<file path="config.mk">
export PLATFORM = sky130hd
export DESIGN_NAME = stream_demux_1xn
export DESIGN_NICKNAME = d
export VERILOG_FILES = /design/src/rtl/stream_demux_1xn_pkg.sv /design/src/rtl/demux_slot.sv /design/src/rtl/stream_demux_1xn.sv
export SDC_FILE = /design/constraint.sdc
export NUM_CORES = 1
export LEC_CHECK = 0
export CORE_MARGIN = 2
export CORE_UTILIZATION = 38
export DETAILED_ROUTE_END_ITERATION = 7
export PLACE_DENSITY = 0.68
export SYNTH_ARGS = -nofsm -noshare
export SYNTH_HDL_FRONTEND = slang
export SYNTH_SLANG_ARGS = --single-unit
</file>
<file path="constraint.sdc">
create_clock -name clk -period 2.65 [get_ports clk]
set_clock_uncertainty 0.05 [all_clocks]
set_input_delay 0.3975 -clock clk [delete_from_list [all_inputs] [get_ports clk]]
set_output_delay 0.3975 -clock clk [all_outputs]
set_load 0.005 [all_outputs]
</file>
<file path="src/rtl/stream_demux_1xn_pkg.sv">
// Shared constants and helpers for the 1-to-N stream demultiplexer.
// Latency: n/a (compile-time only).
// Backpressure: n/a.
//
// Contents: default widths, clog2 / select-width derivation, and a lane-slice
// macro for addressing one channel inside a flattened N*W bus.

`ifndef STREAM_DEMUX_1XN_LANE
`define STREAM_DEMUX_1XN_LANE(bus, k, w) bus[(k)*(w) +: (w)]
`endif

package stream_demux_1xn_pkg;

  localparam int DEF_DATA_W = 8;
  localparam int DEF_N_OUT  = 8;
  localparam int DEF_ERR_W  = 8;

  // Smallest r with 2**r >= n (0 for n <= 1).
  function automatic int clog2(input int n);
    int r;
    r = 0;
    for (int i = 0; i < 31; i++) begin
      if ((1 << i) < n) r = i + 1;
    end
    return r;
  endfunction

  // A select port is never narrower than one bit, even for a single channel.
  function automatic int sel_width(input int n_out);
    return (clog2(n_out) > 1) ? clog2(n_out) : 1;
  endfunction

endpackage

</file>
<file path="src/rtl/demux_slot.sv">
// One output channel of the demux: a single-entry valid/data register.
// Latency: 1 cycle from load to valid.
// Backpressure: holds data while valid && !ready; free when empty or draining.
//
// Ports: clk, rst_n (async active-low); load (write din this edge);
// valid/dout (registered beat); ready (consumer accept); free (slot may load).

module demux_slot
  import stream_demux_1xn_pkg::*;
#(
  parameter int DATA_W = DEF_DATA_W
) (
  input  logic              clk,
  input  logic              rst_n,
  input  logic              load,
  input  logic [DATA_W-1:0] din,
  output logic              valid,
  input  logic              ready,
  output logic [DATA_W-1:0] dout,
  output logic              free
);

  logic              valid_q, valid_d;
  logic [DATA_W-1:0] data_q,  data_d;

  // Draining and reloading in the same cycle is allowed, which is what keeps
  // a busy channel running at one beat per cycle.
  assign free = !valid_q || ready;

  always_comb begin
    valid_d = valid_q;
    data_d  = data_q;
    if (load) begin
      valid_d = 1'b1;
      data_d  = din;
    end else if (ready) begin
      valid_d = 1'b0;
    end
  end

  always_ff @(posedge clk or negedge rst_n) begin
    if (!rst_n) begin
      valid_q <= 1'b0;
      data_q  <= '0;
    end else begin
      valid_q <= valid_d;
      data_q  <= data_d;
    end
  end

  assign valid = valid_q;
  assign dout  = data_q;

endmodule

</file>
<file path="src/rtl/stream_demux_1xn.sv">
// Registered 1-to-N stream demux with broadcast and illegal-select drop count.
// Latency: 1 cycle from input accept to out_valid.
// Backpressure: in_ready = free slot of sel (AND of all slots in broadcast);
//   illegal selects are always accepted and dropped.
//
// Ports: in_valid/in_ready/in_data/sel/bcast (producer side);
// out_valid/out_ready/out_data (N channels, flattened DATA_W lanes);
// err_cnt (saturating count of dropped illegal-select beats).

module stream_demux_1xn
  import stream_demux_1xn_pkg::*;
#(
  parameter  int DATA_W = DEF_DATA_W,
  parameter  int N_OUT  = DEF_N_OUT,
  parameter  int ERR_W  = DEF_ERR_W,
  localparam int SEL_W  = sel_width(N_OUT)
) (
  input  logic                    clk,
  input  logic                    rst_n,
  input  logic                    in_valid,
  output logic                    in_ready,
  input  logic [DATA_W-1:0]       in_data,
  input  logic [SEL_W-1:0]        sel,
  input  logic                    bcast,
  output logic [N_OUT-1:0]        out_valid,
  input  logic [N_OUT-1:0]        out_ready,
  output logic [N_OUT*DATA_W-1:0] out_data,
  output logic [ERR_W-1:0]        err_cnt
);

  // One extra bit so N_OUT itself is representable (e.g. 64 with SEL_W=6).
  localparam logic [SEL_W:0] N_OUT_W = (SEL_W+1)'(N_OUT);

  logic [N_OUT-1:0] sel_oh;
  logic [N_OUT-1:0] free;
  logic [N_OUT-1:0] load;
  logic             sel_legal;
  logic             free_sel;
  logic             accept;
  logic             illegal_acc;
  logic [ERR_W-1:0] err_cnt_q, err_cnt_d;

  // Decode only legal indices; an illegal sel gives an all-zero one-hot, so
  // it can never load a slot.
  always_comb begin
    sel_oh = '0;
    for (int k = 0; k < N_OUT; k++) begin
      sel_oh[k] = (sel == SEL_W'(k));
    end
  end

  assign sel_legal = ({1'b0, sel} < N_OUT_W);
  assign free_sel  = |(free & sel_oh);

  // Independent of in_valid so the producer can look before committing.
  assign in_ready = bcast     ? (&free) :
                    sel_legal ? free_sel : 1'b1;

  assign accept      = in_valid && in_ready;
  assign load        = {N_OUT{accept}} & (bcast ? {N_OUT{1'b1}} : sel_oh);
  assign illegal_acc = accept && !bcast && !sel_legal;

  always_comb begin
    err_cnt_d = err_cnt_q;
    if (illegal_acc && (err_cnt_q != {ERR_W{1'b1}})) begin
      err_cnt_d = err_cnt_q + ERR_W'(1);
    end
  end

  always_ff @(posedge clk or negedge rst_n) begin
    if (!rst_n) begin
      err_cnt_q <= '0;
    end else begin
      err_cnt_q <= err_cnt_d;
    end
  end

  assign err_cnt = err_cnt_q;

  for (genvar k = 0; k < N_OUT; k++) begin : g_slot
    demux_slot #(
      .DATA_W (DATA_W)
    ) u_slot (
      .clk   (clk),
      .rst_n (rst_n),
      .load  (load[k]),
      .din   (in_data),
      .valid (out_valid[k]),
      .ready (out_ready[k]),
      .dout  (`STREAM_DEMUX_1XN_LANE(out_data, k, DATA_W)),
      .free  (free[k])
    );
  end

endmodule

</file>
==> results.py <==
metrics = {
    "clock_network": {
        "root_buffer": "clkbuf_8",
        "clockBufferDepth": 2,
        "numCtsBuffers": 9,
        "cts_hold_buf": 0,
        "htreeDepth": 3,
        "cts_tree": "done",
        "clock_sinks": 72,
        "clk_latency_ns": 0.34,
        "clk_pin_slew_worst_paths_ns": 0.07,
        "postCtsSetupBuffers": 0,
    },
    "global_route": {
        "use_met2_pct": 29.0,
        "grt.overflow.total": 0,
        "grt_use_met3_pct": 4.62,
        "busiest_layer": "met2",
        "gr-usage-all-layers_pct": 18.2,
        "grt_pass1_vias": 2410,
        "antenna_found_initial": 0,
        "grt_max_degree": 73,
        "grt_pass1_wl_um": 12400,
        "grt_use_met1_pct": 23.9,
    },
    "final_layout": {
        "nets": 376,
        "antenna_cells": 0,
        "syn_to_final_growth_pct": 42.0,
        "mostFrequentLayoutCells": "clkdlybuf4s50_1, dfrtp_1, a221o_1",
        "final_design_area_no_fill_mm2": 0.00455,
        "drive_above_1_share_pct": 24.9,
        "final_common_cell": "clkdlybuf4s50_1",
    },
    "detailed_routing": {
        "vias_per_cell": 5.26,
        "wl_um": 7880,
        "firstDrtPassIters": 4,
        "num_vias": 2437,
        "drcViolationCount": 0,
        "ant_nets": 0,
        "drt_iter0_markers": 100,
        "wl_per_cell_um": 17.0,
    },
    "yosys": {
        "ys.flop_type": "dfrtp_1",
        "yosys-top-cells-area": "dfrtp_1, mux2_2, a221o_1, buf_4, and3_1",
        "synthArstFlopShare_pct": 100,
        "synth_edf_count": 0,
        "synth_seq_cells": 72,
        "ys_warn_count": 0,
        "synth.distinct_cells": 35,
        "synth_area_per_cell_um2": 13.0,
        "synth_largest_area_cell": "dfrtp_1",
        "synth_area_mm2": 0.00321,
        "syn_inst": 247,
        "synth_top_area_share_pct": 56.2,
        "yosysSeqAreaShare_pct": 56.2,
    },
    "placed_design": {
        "gp_congestion": 0.779,
        "port_buffers": 95,
        "place_hpwl_um": 5710,
        "preCtsSetupSlack_ns": -0.161,
        "placed_cell_area_mm2": 0.00434,
    },
    "die": {
        "chipHeight_um": 95.9,
        "die_w_um": 95.9,
        "io_pins": 104,
        "core_mm2": 0.00822,
        "initial_utilization_pct": 39.0,
        "die-area_mm2": 0.00919,
        "num_rows": 33,
    },
    "critical_path": {
        "crit_type": "in -> out",
        "cp_num_buf_inv": 3,
        "crit_arrival_ns": 2.11,
        "worstPathMaxFanout": 8,
        "critPathTopFamily": "buffers and inverters",
        "cp_slowest_stage_delay_ns": 0.41,
        "cp_slowest_cell": "clkdlybuf4s50_1",
        "crit_chain": "clkdlybuf4s50_1 -> buf_4 -> nand2b_1 -> o2111a_1 -> nor2b_1 -> or3_1 -> dlygate4sd2_1",
        "crit_path_end_kind": "output pin",
        "critPathLaunchType": "input pin",
        "worstPathRequired_ns": 2.20,
    },
    "timing": {
        "finalSetupTns_ns": 0,
        "worst_pin_slew_ns": 1.04,
        "period_minus_slack_ns": 2.56,
        "grt_setup_unrepaired": "false",
        "setup_viol": 0,
        "whs_ns": 0.0288,
        "setup_slack_ns": 0.0938,
        "finalHoldViolCount": 0,
        "maxSlewViolCount": 0,
        "fin_crit_sh_pct": 96.5,
        "fmax_mhz": 391,
        "slew_headroom_pct": 30.0,
    },
    "power_and_ir_drop": {
        "totalPowerFinal_mw": 3.88,
        "peakVddDrop_uv": 428,
        "leakagePower_nw": 1.99,
        "clockPowerShare_pct": 22.0,
        "p_comb_share_pct": 35.3,
        "swShare_pct": 26.8,
        "internal_power_mw": 2.84,
        "seqPwrFrac_pct": 42.7,
        "power.switching_mw": 1.04,
        "power_density_mw_per_mm2": 852,
    },
    "worst_hold_path": {
        "min_path_type": "in -> async",
    },
    "outcome": {
        "status": "completed",
    },
    "job": {
        "maxCapViolCount": 0,
    },
}
[power by group through the flow]
stage	Combinational, mW	Sequential (mW)	Clock (mW)
5_1_grt	1.49	1.70	0.933
3_3_place_gp	1.36	1.67	0
3_5_place_dp	1.38	1.68	0
4_1_cts	1.39	1.66	0.874
6_report	1.37	1.66	0.854
2_1_floorplan	0.482	1.67	0
[path summary, 6_finish.rpt]
path	from	to	slack, ns	cells past startpoint
worst max-delay path	sel[2]	in_ready	0.09	7
worst min-delay path	rst_n	g_slot[3].u_slot.valid$_DFFE_PN0P_	0.03	2
worst max register to register	g_slot[6].u_slot.valid$_DFFE_PN0P_	g_slot[2].u_slot.dout[3]$_DFFE_PN0P_	0.44	6
worst min register to register	g_slot[4].u_slot.dout[7]$_DFFE_PN0P_	g_slot[4].u_slot.dout[7]$_DFFE_PN0P_	0.46	1
max in group asynchronous	rst_n	g_slot[6].u_slot.dout[1]$_DFFE_PN0P_	2.23	2
min in group clk	g_slot[4].u_slot.dout[7]$_DFFE_PN0P_	g_slot[4].u_slot.dout[7]$_DFFE_PN0P_	0.46	1
[synth_stat cells, types with 2 or more instances]
cell,count
buf_2,4
nor2_1,8
o2111a_1,2
nor2b_1,7
dfrtp_1,72
nand2b_1,8
o31ai_2,3
buf_1,7
a31oi_1,2
a21oi_1,2
o221ai_2,2
nand2_1,9
nor3_1,5
a221o_1,33
buf_4,17
mux2_2,32
inv_1,4
o221a_2,2
and3_1,8
clkbuf_1,5
[flip-flops by register name, indices dropped and copies added (netlist names)]
name	count
g_slot.u_slot.dout	64
g_slot.u_slot.valid	8
[per-stage QoR]
step | std cells | util [%]
4_1_cts | 463 | 55.2
5_1_grt | 463 | 55.4
6_report | 463 | 55.4
3_5_place_dp | 447 | 52.8
2_1_floorplan | 254 | -
3_3_place_gp | 447 | 52.8
[cell families (layout without fill, tap and decap cells)]
group	Yosys count	count (layout)	synth area share, %
simple gates	55	55	10.2
flops	72	72	56.2
buf+inv	37	141	6.48
mux	32	32	11.2
other cells	1	8	0.117
compound gates	50	50	15.8
[area by class of cell]
cell class | instances | area (um2)
clock inverter | 6 | 68.8
clock buffer | 10 | 128
fill | 698 | 3660
timing repair buffer | 121 | 1170
inverter | 4 | 15.0
tap | 105 | 131
sequential | 72 | 1800
multi-input combinational | 145 | 1240
[what timing repair did]
item,CTS,global route
endpoints found under the setup margin,1,1
resized for setup,1,4
endpoints found under the hold margin,0,0
[per-layer routing]
| layer | routed length (um) | share of wire (%) | up-vias |
|---|---|---|---|
| met5 | 0 | 0 | - |
| met2 | 3690 | 47 | 90 |
| li1 | - | - | 1120 |
| met4 | 99 | 1.3 | 0 |
| met3 | 520 | 6.6 | 10 |
| met1 | 3570 | 45 | 1217 |
Power figures use the tool's default switching activity.
